**config.mk**
```make
export PLATFORM = sky130hd
export DESIGN_NAME = lbp_code_collector
export DESIGN_NICKNAME = d
export VERILOG_FILES = /design/src/rtl/lbp_code_collector.sv
export SDC_FILE = /design/constraint.sdc
export NUM_CORES = 1
export LEC_CHECK = 0
export BUFFER_PORTS_ARGS = -buffer_cell sky130_fd_sc_hd__buf_2
export CAP_MARGIN = 20
export CELL_PAD_IN_SITES_DETAIL_PLACEMENT = 1
export CELL_PAD_IN_SITES_GLOBAL_PLACEMENT = 2
export CORE_MARGIN = 8
export CORE_UTILIZATION = 40
export CTS_BUF_LIST = sky130_fd_sc_hd__clkbuf_8 sky130_fd_sc_hd__clkbuf_16
export DETAILED_ROUTE_END_ITERATION = 7
export PLACE_DENSITY = 0.8
export SYNTH_ARGS = -nofsm -noshare
export SYNTH_HDL_FRONTEND = slang
export SYNTH_SLANG_ARGS = --single-unit
```
**constraint.sdc**
```tcl
create_clock -name wb_clk_i -period 2.5 [get_ports wb_clk_i]
set_clock_uncertainty 0.1 [all_clocks]
set_input_delay 0.25 -clock wb_clk_i [delete_from_list [all_inputs] [get_ports wb_clk_i]]
set_output_delay 0.25 -clock wb_clk_i [all_outputs]
set_load 0.02 [all_outputs]
```
**src/rtl/lbp_code_collector.sv**
```systemverilog
// lbp_code_collector
// Assembles one NBITS-wide local-binary-pattern code from a serial stream of
// comparator decisions and queues finished codes in a small first-word
// fall-through FIFO.
//
// Ports
//   wb_clk_i      single clock, all state on its rising edge
//   wb_rst_i      synchronous active-high reset
//   start_i       pulse: begin one code acquisition (honoured only when idle)
//   cmp_i         comparator output, asynchronous, double-flop synchronized
//   sample_i      pulse: comparator settled, capture the next bit (LSB first)
//   pair_sel_o    index of the photodiode pair under comparison (0 when not acquiring)
//   busy_o        acquisition or push in progress
//   code_o        head-of-FIFO code (0 when empty)
//   code_valid_o  FIFO not empty
//   code_ready_i  consumer pops the head when code_valid_o is also high
//   count_o       FIFO occupancy
//   overflow_o    sticky: a finished code was dropped because the FIFO was full
//   ovf_clr_i     clears overflow_o (a simultaneous overflow wins)
//
// DEPTH must be a power of two and at least 2 so the pointers wrap naturally.
module lbp_code_collector #(
    parameter int NBITS = 12,
    parameter int DEPTH = 4
) (
    input  logic                     wb_clk_i,
    input  logic                     wb_rst_i,
    input  logic                     start_i,
    input  logic                     cmp_i,
    input  logic                     sample_i,
    output logic [3:0]               pair_sel_o,
    output logic                     busy_o,
    output logic [NBITS-1:0]         code_o,
    output logic                     code_valid_o,
    input  logic                     code_ready_i,
    output logic [$clog2(DEPTH):0]   count_o,
    output logic                     overflow_o,
    input  logic                     ovf_clr_i
);

    localparam int PTR_W = $clog2(DEPTH);
    localparam int CNT_W = PTR_W + 1;
    localparam logic [3:0]       LAST_IDX = 4'(NBITS - 1);
    localparam logic [CNT_W-1:0] FULL_CNT = CNT_W'(DEPTH);
    localparam logic [CNT_W-1:0] ZERO_CNT = {CNT_W{1'b0}};

    typedef enum logic [1:0] {
        IDLE = 2'd0,
        ACQ  = 2'd1,
        PUSH = 2'd2
    } state_e;

    logic             cmp_meta_q;
    logic             cmp_sync_q;
    state_e           state_q;
    logic [3:0]       idx_q;
    logic [NBITS-1:0] shift_q;
    logic             busy_q;
    logic [3:0]       pair_sel_q;

    logic [NBITS-1:0] mem_q [DEPTH];
    logic [PTR_W-1:0] wr_ptr_q, wr_ptr_d;
    logic [PTR_W-1:0] rd_ptr_q, rd_ptr_d;
    logic [CNT_W-1:0] count_q, count_d;
    logic [NBITS-1:0] code_q, code_d;
    logic             valid_q, valid_d;
    logic             ovf_q, ovf_d;

    logic             push_s;
    logic             pop_s;
    logic             push_ok_s;
    logic             drop_s;

    // Two-flop synchronizer for the asynchronous comparator output.
    always_ff @(posedge wb_clk_i) begin
        if (wb_rst_i) begin
            cmp_meta_q <= 1'b0;
            cmp_sync_q <= 1'b0;
        end else begin
            cmp_meta_q <= cmp_i;
            cmp_sync_q <= cmp_meta_q;
        end
    end

    // Acquisition FSM with its registered busy/pair-select outputs.
    always_ff @(posedge wb_clk_i) begin
        if (wb_rst_i) begin
            state_q    <= IDLE;
            idx_q      <= 4'd0;
            shift_q    <= {NBITS{1'b0}};
            busy_q     <= 1'b0;
            pair_sel_q <= 4'd0;
        end else begin
            case (state_q)
                IDLE: begin
                    if (start_i) begin
                        state_q    <= ACQ;
                        idx_q      <= 4'd0;
                        shift_q    <= {NBITS{1'b0}};
                        busy_q     <= 1'b1;
                        pair_sel_q <= 4'd0;
                    end
                end
                ACQ: begin
                    if (sample_i) begin
                        shift_q[idx_q] <= cmp_sync_q;
                        idx_q          <= idx_q + 4'd1;
                        if (idx_q == LAST_IDX) begin
                            // Code complete: pair_sel drops to 0 as we leave ACQ.
                            state_q    <= PUSH;
                            pair_sel_q <= 4'd0;
                        end else begin
                            pair_sel_q <= idx_q + 4'd1;
                        end
                    end
                end
                PUSH: begin
                    state_q <= IDLE;
                    busy_q  <= 1'b0;
                end
                default: begin
                    state_q    <= IDLE;
                    busy_q     <= 1'b0;
                    pair_sel_q <= 4'd0;
                end
            endcase
        end
    end

    // FIFO next-state: push/pop arbitration, occupancy and next head word.
    always_comb begin
        pop_s     = code_ready_i && (count_q != ZERO_CNT);
        push_s    = (state_q == PUSH);
        // A full FIFO still accepts the push when the head leaves in the same cycle.
        push_ok_s = push_s && ((count_q != FULL_CNT) || pop_s);
        drop_s    = push_s && !push_ok_s;

        wr_ptr_d = push_ok_s ? (wr_ptr_q + PTR_W'(1'b1)) : wr_ptr_q;
        rd_ptr_d = pop_s     ? (rd_ptr_q + PTR_W'(1'b1)) : rd_ptr_q;

        if (push_ok_s && !pop_s) begin
            count_d = count_q + CNT_W'(1'b1);
        end else if (!push_ok_s && pop_s) begin
            count_d = count_q - CNT_W'(1'b1);
        end else begin
            count_d = count_q;
        end

        valid_d = (count_d != ZERO_CNT);

        // Head after this edge; if it is the slot being written now, bypass the memory.
        if (count_d == ZERO_CNT) begin
            code_d = {NBITS{1'b0}};
        end else if (push_ok_s && (wr_ptr_q == rd_ptr_d)) begin
            code_d = shift_q;
        end else begin
            code_d = mem_q[rd_ptr_d];
        end

        if (drop_s) begin
            ovf_d = 1'b1;
        end else if (ovf_clr_i) begin
            ovf_d = 1'b0;
        end else begin
            ovf_d = ovf_q;
        end
    end

    // FIFO storage, pointers and registered head/status outputs.
    always_ff @(posedge wb_clk_i) begin
        if (wb_rst_i) begin
            for (int i = 0; i < DEPTH; i++) begin
                mem_q[i] <= {NBITS{1'b0}};
            end
            wr_ptr_q <= {PTR_W{1'b0}};
            rd_ptr_q <= {PTR_W{1'b0}};
            count_q  <= ZERO_CNT;
            code_q   <= {NBITS{1'b0}};
            valid_q  <= 1'b0;
            ovf_q    <= 1'b0;
        end else begin
            if (push_ok_s) begin
                mem_q[wr_ptr_q] <= shift_q;
            end
            wr_ptr_q <= wr_ptr_d;
            rd_ptr_q <= rd_ptr_d;
            count_q  <= count_d;
            code_q   <= code_d;
            valid_q  <= valid_d;
            ovf_q    <= ovf_d;
        end
    end

    assign pair_sel_o   = pair_sel_q;
    assign busy_o       = busy_q;
    assign code_o       = code_q;
    assign code_valid_o = valid_q;
    assign count_o      = count_q;
    assign overflow_o   = ovf_q;

endmodule

```
==> results.md, run 1 <==
- Worst hold start: cmp_i
- Setup Crit Path Kind: register to register
- H-tree depth: 3
- Worst reg2reg setup slack: ~170 ps
- Hold violation count in the final report: 0
- Placed cells: about 670
- First-pass GRT wire length: ~21,000 um
- Total number of yosys warnings: 0
- Reg2reg end: code_o[4]
- Yosys top cell area share: between 20 and 30%
- Seq cells post-synth: 94
- CTS tree: built
- CTS Hold Buffers Added: 0
- Layout cells sized above 1: about a fifth
- Gr ovfl total: 0
- CORE AREA: roughly 12,000 sq um
- Max Fclk: approximately 430 MHz
- Nets: roughly 520
- Util after Layout: between 40% and 50%
- Initial Utilization: about two fifths
- Total leakage power: 2.297 nW
- Synth Flop Type: edfxtp_1
- Sw power: 0.001725 W
- Post-DP HPWL: ~9300 um
- Initial antenna violation count: 0
- Drt wl/cell: around 19 um
- Initial DRC count: 213
- Routed WL: ~13,000 um
- Critical Path Fanout Max: 24
- Status: finished, final reports clean
- Post-route ant nets: 0
- Vias: between 3,000 and 4,000
- Sequential Power Share: between 30% and 40%
- Post-synth EDFFs: 48
- Crit path DAT: between 2000 and 2500 ps
- Reg-to-Reg Start: count_o[0]
- Share of total power in the clock network: between 20% and 30%
- Largest net degree at the start of global routing: 35
- Worst vdd ir: 0.0003146 V
- CP Launch Type: register
- Worst R2R Path Depth: 9
- Period utilisation layout: between 90 and 100%
- Full die area: 16,190 sq um
- Worst setup EP type: register
- Internal: roughly 0.0033 W
- Placed Area: between 5000 and 6000 sq um
- Slew Limit Fails: 0
- Worst Hold End: cmp_meta_q
- Relative slew slack: 46.34%
- Drc violations: 0
- Crit-path cells: inv_1, ha_2, nand2b_4, a221oi_1, a2111oi_2, a311o_2, buf_12, o211a_1, nor4_1
- Post-synthesis cell area: between 4000 and 5000 sq um
- Worst EP required: 2640 ps
- FP Rows: 40
- Setup Buffers After CTS: 0
- Sequential share of the synthesized area: between 40% and 50%
- CTS Buf Count: 9
- Gpl congestion: roughly 0.86
- First-pass DRT Iterations: 4
- Later-pin clock latency in the skew report: between 300 and 400 ps
- Count leader, synth: nor2_1
- Vias in the first global route: 3,955
- Max stage delay on crit path: 420 ps
- CTS Sinks: 94
- Final non-filler cell area: roughly 5600 sq um
- Yosys top cell by area: edfxtp_1
- Max_cap viols: 0
- Worst-margin pin slew: approximately 800 ps
- Area grow syn2layout: 14.01%
- # diodes: 0
- Slowest cell on the critical path: a311o_2
- Clk buf depth: 2
- Vias per cell: 5.600
- I/O pins: 29
- Die Y: about 130 um
- CTS clk-pin slew, worst paths: around 60 ps
- Final setup fails: 0
- Die width: roughly 130 um
- RSZ-0062 raised after global routing: false
- Most instantiated cells after synthesis: nor2_1, edfxtp_1, dfxtp_1
- Ys async rst share: 0%
- Non-filler cells, final: between 600 and 700
- Fill cells: about 1,300
- Net switching fraction of the power: around a third
- Power per cell area: ~900 nW/um^2
- Synth top area cells: edfxtp_1, dfxtp_1, mux4_2
- Cells after synthesis: between 400 and 500
- Logic pwr share: 35.2%
- Hold Crit Class: input pin to register
- Pre-CTS WS: -106.4 ps
- Avg Inst Size Synth: just over 10 sq um
- Post-route minimum period: 2334 ps
- Worst Hold Depth: 2
- Port bufs: 28
- Fin worst setup slack: 165.6 ps
- Mapped Nets: between 400 and 500
- GRT Total Usage: between 10% and 20%
- Distinct cells, synth: 60
- Root Buffer: clkbuf_16
[flip-flops by register name, indices dropped and copies added, names as in the netlist, 2 cells and up]
name        count
code_o         12
count_o         3
idx_q           4
mem_q          48
pair_sel_o      4
rd_ptr_q        2
shift_q        12
state_q         2
wr_ptr_q        2
[critical path, delay by kind of cell, from the launching register on]
family                     cells  cell delay (ps)
AOI/OAI and AO/OA              4              970
DFF                            1              320
and+or+nand+nor                2              310
buffers and inverters          2              260
adders and majority gates      1              260
[cells in the final DEF (no fill, tap or decap), drive strengths merged, types with 2 or more instances in the layout]
master  Yosys  final
a22oi       5      5
xnor2       6      6
mux2i       2      2
edfxtp     48     48
nor2b       7      7
mux4       13     13
a211oi      4      4
nor2       59     59
o21ai      28     28
buf        12     50
and2b       3      3
dfxtp      46     46
a221o      11     11
nand2      29     29
o211a      23     23
nor4       12     12
and2       12     12
nand3      24     24
or2         2      2
clkbuf     23     11
nor3       21     21
a21oi      30     30
inv        25     28
ha          7      7
and3        4      4
nand2b      7      7
a311o       2      2
o21bai      3      3
[layer usage]
layer / vias up / track usage (%) / wire length, um / part of all wire [%]
met1: 1889 / 20.97 / 5844 / 46
met2: 110 / 26.25 / 5985 / 47
li1: 1807 / - / - / -
met3: 13 / 4.451 / 769 / 6.0
met5: - / 0 / 0 / 0
met4: 0 / 6.088 / 175 / 1.4
[worst max-delay path by stage]
| stage | cells past startpoint | start | slack, ps | to |
|---|---|---|---|---|
| after floorplan | 6 | count_o[0] | 40 | mem_q[3][0] |
| after global placement | 8 | count_o[0] | 80 | code_o[1] |
| after detailed placement | 8 | count_o[0] | -110 | code_o[4] |
| after CTS | 9 | count_o[0] | 70 | code_o[4] |
| after global routing | 9 | count_o[0] | 30 | code_o[11] |
| final | 9 | count_o[0] | 170 | code_o[4] |
[final cells by class]
cell class,instances,area [sq um],area share [%]
Clock buffer,11,264.0,4.680
Multi-Input combinational cell,328,2302,40.81
Inverter,26,98.84,1.752
Tap cell,168,210.2,3.726
Sequential cell,94,2362,41.87
Clock inverter,5,48.80,0.8649
Timing Repair Buffer,50,355.3,6.299
[power by group through the flow]
stage / Combinational [W] / Clock (W) / Sequential, W
global placement: 0.00171 / 0 / 0.00187
global route: 0.00196 / 0.00154 / 0.00185
detailed placement: 0.00176 / 0 / 0.00187
finish: 0.00178 / 0.00145 / 0.00184
floorplan: 0.00123 / 0 / 0.00195
CTS: 0.00178 / 0.00149 / 0.00184
[stage by stage]
step / setup TNS (ps) / power, W / hold slack (ps)
6_report: 0 / 0.005068 / 14.64
5_1_grt: 0 / 0.005353 / 8.136
4_1_cts: 0 / 0.005113 / 3.051
3_5_place_dp: -360.7 / 0.003626 / 331.1
3_3_place_gp: 0 / 0.003575 / 329.6
2_1_floorplan: 0 / 0.003177 / 278.2
[kinds of logic after synthesis]
| logic type | Yosys count | synth area share (%) |
|---|---|---|
| XOR/XNOR | 6 | 1.062 |
| AND/OR/NAND/NOR | 185 | 20.25 |
| flip-flops | 94 | 47.74 |
| adder cells (fa/ha/maj) | 7 | 1.770 |
| buffers and inverters | 62 | 6.093 |
| multiplexers | 16 | 6.624 |
| AO/OA/AOI/OAI | 114 | 16.46 |
[timing repair]
item | 4_1_cts | 5_1_grt
setup endpoints to repair | 10 | 4
pin swaps | 1 | 1
resized for setup | 2 | 2
Note: power is estimated with default switching activity, not from simulation.
==> run 2, diff against run 1 <==
Settings changed: BUFFER_PORTS_ARGS -buffer_cell sky130_fd_sc_hd__buf_2 to -buffer_cell sky130_fd_sc_hd__buf_4.
==> run 2 against run 1 <==
Worst hold slack worse by 1.3 ps; critical path depth increased by 1; first-iteration DRC count is 63% higher; combinational power is 3% higher; largest power group unchanged; core utilization rose by 0.23 points; critical endpoint is now code_o[6]; register-to-register slack got worse by 20 ps; largest cell class unchanged; global-route usage down 0.059 points.
==> results.md, run 2 (synthesis results as in run 1) <==
- Status: finished, final reports clean
- Worst-margin pin slew: 846.2 ps (+44.33 ps)
- Reg-to-Reg Start: count_o[0]
- Power per cell area: 886.6 nW/um^2 (-1.3%)
- Gpl congestion: 0.8126 (-5.0%)
- Slew Limit Fails: 0 (unchanged)
- Worst path top cell family by delay: compound AO/OA/AOI/OAI gates
- Placed cells: 666 (unchanged)
- Total leakage power: 2.292 nW (-0.21%)
- H-tree depth: 3 (unchanged)
- Capture point of the critical path: code_o[6]
- Vias in the first global route: 3,874 (-2.0%)
- Buf+Inv Stages, Crit Path: 3 (+1)
- Cell count along the critical path: 10 (+1)
- Layout cells sized above 1: 20.62% (unchanged)
- Post-route ant nets: 0 (unchanged)
- Nets: 523 (unchanged)
- Routed WL: 12,800 um (+0.18%)
- Die width: 127.2 um (unchanged)
- Placed Area: 5369 sq um (+1.1%)
- First-pass GRT wire length: 21,080 um (unchanged)
- Crit path from: count_o[0]
- Area grow syn2layout: 14.56%
- Clk buf depth: 2 (unchanged)
- Root Buffer: clkbuf_16
- CTS clk-pin slew, worst paths: 70 ps (about the same)
- Post-DP HPWL: 9173 um (-1.6%)
- Worst hold start: cmp_i
- Final setup fails: 0 (unchanged)
- Max_cap viols: 0 (unchanged)
- Worst reg2reg setup slack: 140 ps (-20 ps)
- Full die area: 16,190 sq um (unchanged)
- Max Fclk: 424.0 MHz (-1.0%)
- Port bufs: 28 (unchanged)
- Hold violation count in the final report: 0 (unchanged)
- First-pass DRT Iterations: 4 (unchanged)
- Slowest cell on the critical path: dfxtp_1
- Worst EP required: 2630 ps (about the same)
- GRT Total Usage: 16.42% (-0.059 points)
- Final non-filler cell area: 5669 sq um (+0.49%)
- FP Rows: 40 (unchanged)
- Worst vdd ir: 0.0003178 V (+1.0%)
- CTS Sinks: 94 (unchanged)
- Initial antenna violation count: 0 (unchanged)
- Worst setup EP type: register
- Crit path DAT: 2490 ps (about the same)
- CTS tree: built
- Gr ovfl total: 0 (unchanged)
- Largest Register: mem_q
- Drc violations: 0 (unchanged)
- Most frequent cells in the layout: nor2_1, edfxtp_1, buf_4
- Post-route minimum period: 2358 ps (+24.07 ps)
- Fill cells: 1,330 (-0.97%)
- CTS Buf Count: 9 (unchanged)
- Later-pin clock latency in the skew report: 350 ps (about the same)
- Initial Utilization: 41.03% (unchanged)
- Hold Crit Class: input pin to register
- Critical Path Fanout Max: 13 (-46%)
- Setup Crit Path Kind: register to register
- Relative slew slack: 43.38% (-3.0 points)
- Period utilisation layout: 94.34% (+0.96 points)
- Setup TNS: 0 ps (unchanged)
- Reg2reg end: code_o[6]
- Number of flip-flops in the largest register: 48 (unchanged)
- I/O pins: 29 (unchanged)
- Vias: 3,833 (+0.37%)
- Cell mode on critical path: buf_4
- Die Y: 127.2 um (unchanged)
- Largest net degree at the start of global routing: 33 (-5.7%)
- Worst R2R Path Depth: 10 (+1)
- Total chip power: 0.005026 W (-0.83%)
- Drt wl/cell: 18.76 um (+0.18%)
- RSZ-0062 raised after global routing: false
- Most common cell after layout, fill and taps aside: nor2_1
- Vias per cell: 5.620 (+0.37%)
- Max stage delay on crit path: 310 ps (-110 ps)
- # diodes: 0 (unchanged)
- Hold slack: 13.37 ps (-1.272 ps)
- Initial DRC count: 347 (+63%)
- CP Launch Type: register
- Crit-path cells: inv_1, ha_2, and2b_4, buf_4, o221ai_1, buf_4, a221o_1, o211a_1, nor3_1, nor4_2
- CORE AREA: 12,060 sq um (unchanged)
- Non-filler cells, final: 682 (unchanged)
==> run 2: changes by cell type in the layout (fill, tap and decap cells not counted), moves of 2 or more <==
cell	previous run	this run
buf_2	28	0
buf_4	18	47
inv_1	28	26
inv_4	0	2
==> run 2: repair_timing <==
| item | CTS | global route |
|---|---|---|
| setup endpoints to repair | 11 | 12 |
| cloned | 0 | 0 |
| setup buffers | 0 | 0 |
| pin swaps | 0 | 1 |
| gates resized for setup | 1 | 1 |
| hold buffers | 0 | 0 |
==> run 2: worst min-delay path by stage <==
| stage | slack [ps] | depth (start not counted) | end |
|---|---|---|---|
| 2_1_floorplan | 280 | 1 | cmp_meta_q |
| 3_3_place_gp | 330 | 1 | cmp_sync_q |
| 3_5_place_dp | 350 | 1 | cmp_sync_q |
| 4_1_cts | 4 | 2 | cmp_meta_q |
| 5_1_grt | 7 | 2 | cmp_meta_q |
| 6_report | 10 | 2 | cmp_meta_q |
==> run 2: per-layer routing <==
layer	share of wire (%)	GRT usage, %	routed length, um	up-vias
met5	0	0	0	-
met1	46	21.47	5867	1898
met4	1.5	6.648	193	0
met2	46	26.13	5931	97
met3	6.3	3.203	803	16
li1	-	-	-	1822
==> run 2: cell type report <==
class                      instances  area [sq um]  share of cell area, %
clock buffer                      11         264.0                  4.657
multi-input combinational        328          2291                  40.41
timing repair buffer              50         412.9                  7.283
inverter                          26         98.84                  1.744
clock inverter                     5         30.03                 0.5297
sequential                        94          2362                  41.67
tap                              168         210.2                  3.708
==> run 2: stage by stage <==
| stage | utilization (%) | worst slack [ps] |
|---|---|---|
| 6_report | 47.00 | 141.6 |
| 5_1_grt | 47.00 | 18.50 |
| 4_1_cts | 46.98 | 46.32 |
| 3_5_place_dp | 44.51 | -108.5 |
| 3_3_place_gp | 44.51 | 70.94 |
| 2_1_floorplan | - | 44.78 |
==> run 2: where the power goes <==
group / total, W / switching (W) / internal (W)
logic: 0.00183 / 0.00105 / 0.000777
registers: 0.00184 / 0.0000846 / 0.00175
clock network: 0.00136 / 0.000602 / 0.000760
==> run 3, diff against run 2 <==
Settings changed: BUFFER_PORTS_ARGS -buffer_cell sky130_fd_sc_hd__buf_4 to default, CORE_UTILIZATION 40 to 42, DONT_BUFFER_PORTS from default to 1, MAX_ROUTING_LAYER from default to met4, TNS_END_PERCENT from default to 20.
==> run 3 against run 2 <==
Critical path depth stayed put; sequential cell count is the same; wire length increased by 0.60%; combinational power is 7% lower; largest power group unchanged; core utilization up 1.1 points; worst setup slack got worse by 13 ps.
==> results.md, run 3 (synthesis results as in run 1) <==
- Post-route minimum period: 2372 ps (+13.06 ps)
- Number of flip-flops in the largest register: 48 (unchanged)
- Gpl congestion: 0.8056 (-0.86%)
- Later-pin clock latency in the skew report: 340 ps (about the same)
- Power per cell area: 896.4 nW/um^2 (+1.1%)
- Status: finished, final reports clean
- Placed cells: 611 (-8.3%)
- Total leakage power: 2.176 nW (-5.1%)
- RSZ-0062 raised after global routing: false
- Relative slew slack: 40.51% (-2.9 points)
- Worst R2R Path Depth: 10 (unchanged)
- Initial Utilization: 43.15% (+2.1 points)
- Final setup fails: 0 (unchanged)
- Net switching fraction of the power: 34.83% (+0.26 points)
- Port bufs: 0 (-100%)
- Root Buffer: clkbuf_16
- Nets: 499 (-4.6%)
- Worst vdd ir: 0.0005600 V (+76%)
- Worst Hold End: overflow_o
- Critical Path Fanout Max: 24 (+11)
- Share of total power in the clock network: 26.6% (-0.5 points)
- Reg2reg end: code_o[4]
- Largest net degree at the start of global routing: 41 (+24%)
- GR peak layer: met2
- Most common cell after layout, fill and taps aside: nor2_1
- # diodes: 0 (unchanged)
- Vias: 3,691 (-3.7%)
- Initial antenna violation count: 0 (unchanged)
- CORE AREA: 11,470 sq um (-4.9%)
- Slew Limit Fails: 0 (unchanged)
- Setup Crit Path Kind: register to register
- Hold Crit Class: input pin to register
- Largest Register: mem_q
- Internal: 0.003225 W (-1.9%)
- Worst setup EP type: register
- Setup TNS: 0 ps (unchanged)
- Hold violation count in the final report: 0 (unchanged)
- Post-route ant nets: 0 (unchanged)
- First-pass GRT wire length: 20,730 um (-1.6%)
- Non-filler cells, final: 633 (-7.2%)
- CP Launch Type: register
- Period utilisation layout: 94.86% (+0.52 points)
- Vias in the first global route: 3,724 (-3.9%)
- Vias per cell: 5.831 (+3.7%)
- Worst Hold Depth: 3 (+1)
- Worst reg2reg setup slack: 130 ps (about the same)
- GRT Total Usage: 16.97% (+0.55 points)
- H-tree depth: 3 (unchanged)
- Drt wl/cell: 20.34 um (+8.4%)
- CTS Buf Count: 9 (unchanged)
- Die Y: 124.5 um (-2.1%)
- GR Util met1: 21.89% (+0.42 points)
- I/O pins: 29 (unchanged)
- Die width: 124.5 um (-2.1%)
- CTS Sinks: 94 (unchanged)
- Logic pwr share: 34.4% (-2.0 points)
- CTS tree: built
- Sequential Power Share: 39.1% (+2.6 points)
- CTS clk-pin slew, worst paths: 70 ps (about the same)
- Drc violations: 0 (unchanged)
- Routed WL: 12,870 um (+0.60%)
- Max Fclk: 421.7 MHz (-0.55%)
- Worst hold start: ovf_clr_i
- Layout cells sized above 1: 16.53% (-4.1 points)
- Sw power: 0.001724 W (-0.80%)
- Hold slack: 34.48 ps (+21.10 ps)
- Most frequent cells in the layout: nor2_1, edfxtp_1, dfxtp_1
- Clk buf depth: 2 (unchanged)
- Worst EP required: 2650 ps (+20 ps)
- Post-DP HPWL: 8789 um (-4.2%)
- Gr ovfl total: 0 (unchanged)
- FP Rows: 39 (-2.5%)
- GR met2 Demand/Resource: 25.79% (-0.34 points)
- Area grow syn2layout: 11.55%
- First-pass DRT Iterations: 4 (unchanged)
- Crit path DAT: 2520 ps (+30 ps)
- Reg-to-Reg Start: count_o[0]
- Full die area: 15,510 sq um (-4.2%)
- Max_cap viols: 0 (unchanged)
- Util after Layout: 48.14% (+1.1 points)
- Met3 Use GR: 3.915% (+0.71 points)
- Initial DRC count: 268 (-23%)
- Worst-margin pin slew: 889.1 ps (+42.83 ps)
==> run 3: cell types whose count changed in the layout (fill, tap and decap cells not counted), sizes merged <==
cell	change
clkinv	-1
a311o	+1
dlygate4sd3	+2
clkbuf	+1
buf	-27
==> run 3: power groups by stage <==
stage / registers [W] / clock network [W] / logic, W
3_3_place_gp: 0.00196 / 0 / 0.00154
5_1_grt: 0.00195 / 0.00140 / 0.00183
6_report: 0.00193 / 0.00131 / 0.00170
2_1_floorplan: 0.00195 / 0 / 0.00123
4_1_cts: 0.00193 / 0.00135 / 0.00167
3_5_place_dp: 0.00196 / 0 / 0.00158
==> run 3: worst max path at each step <==
| stage | startpoint | endpoint | slack [ps] | cells past startpoint |
|---|---|---|---|---|
| floorplan | count_o[0] | mem_q[3][0] | 40 | 6 |
| global placement | count_o[0] | code_o[11] | -60 | 8 |
| detailed placement | count_o[0] | code_o[11] | -100 | 8 |
| CTS | count_o[0] | code_o[11] | 7 | 10 |
| global route | count_o[0] | code_o[11] | 30 | 10 |
| finish | count_o[0] | code_o[4] | 130 | 10 |
==> run 3: area by class of cell <==
cell class,count,area [sq um]
inverters,26,98.84
repair buffers,25,250.2
well taps,143,178.9
fillers,1245,5947
flip-flops and latches,94,2362
clock buffers,12,266.5
clock inverters,4,16.27
multi-input cells,329,2347
==> run 3: worst max-delay path: stages (launching register included) <==
cell and delay (ps):
dfxtp_1 320, inv_1 120, ha_4 200, nand2b_4 70
buf_4 160, nand2_4 90, mux2_4 290, o31a_1 360
buf_12 180, o211a_1 200, nor4_1 180
==> run 3: layer usage <==
| metal | routed length (um) | vias up |
|---|---|---|
| li1 | - | 1765 |
| met1 | 6141 | 1841 |
| met2 | 6053 | 78 |
| met3 | 546 | 7 |
| met4 | 133 | 0 |
| met5 | 0 | - |
==> run 3: metrics by stage <==
| stage | setup slack (ps) | power, W | area (sq um) |
|---|---|---|---|
| 2_1_floorplan | 44.78 | 0.003177 | 4949 |
| 3_3_place_gp | -60.38 | 0.003497 | 5100 |
| 3_5_place_dp | -101.7 | 0.003543 | 5100 |
| 4_1_cts | 6.903 | 0.004947 | 5499 |
| 5_1_grt | 26.08 | 0.005180 | 5520 |
| 6_report | 128.5 | 0.004948 | 5520 |
==> run 3: what timing repair did <==
action / CTS / global route
pin swaps: 2 / 1
hold buffers: 3 / 0
resized for setup: 7 / 4
setup endpoints to repair: 12 / 24
cloned: 1 / 0
setup buffers: 2 / 0
hold endpoints to repair: 31 / 0
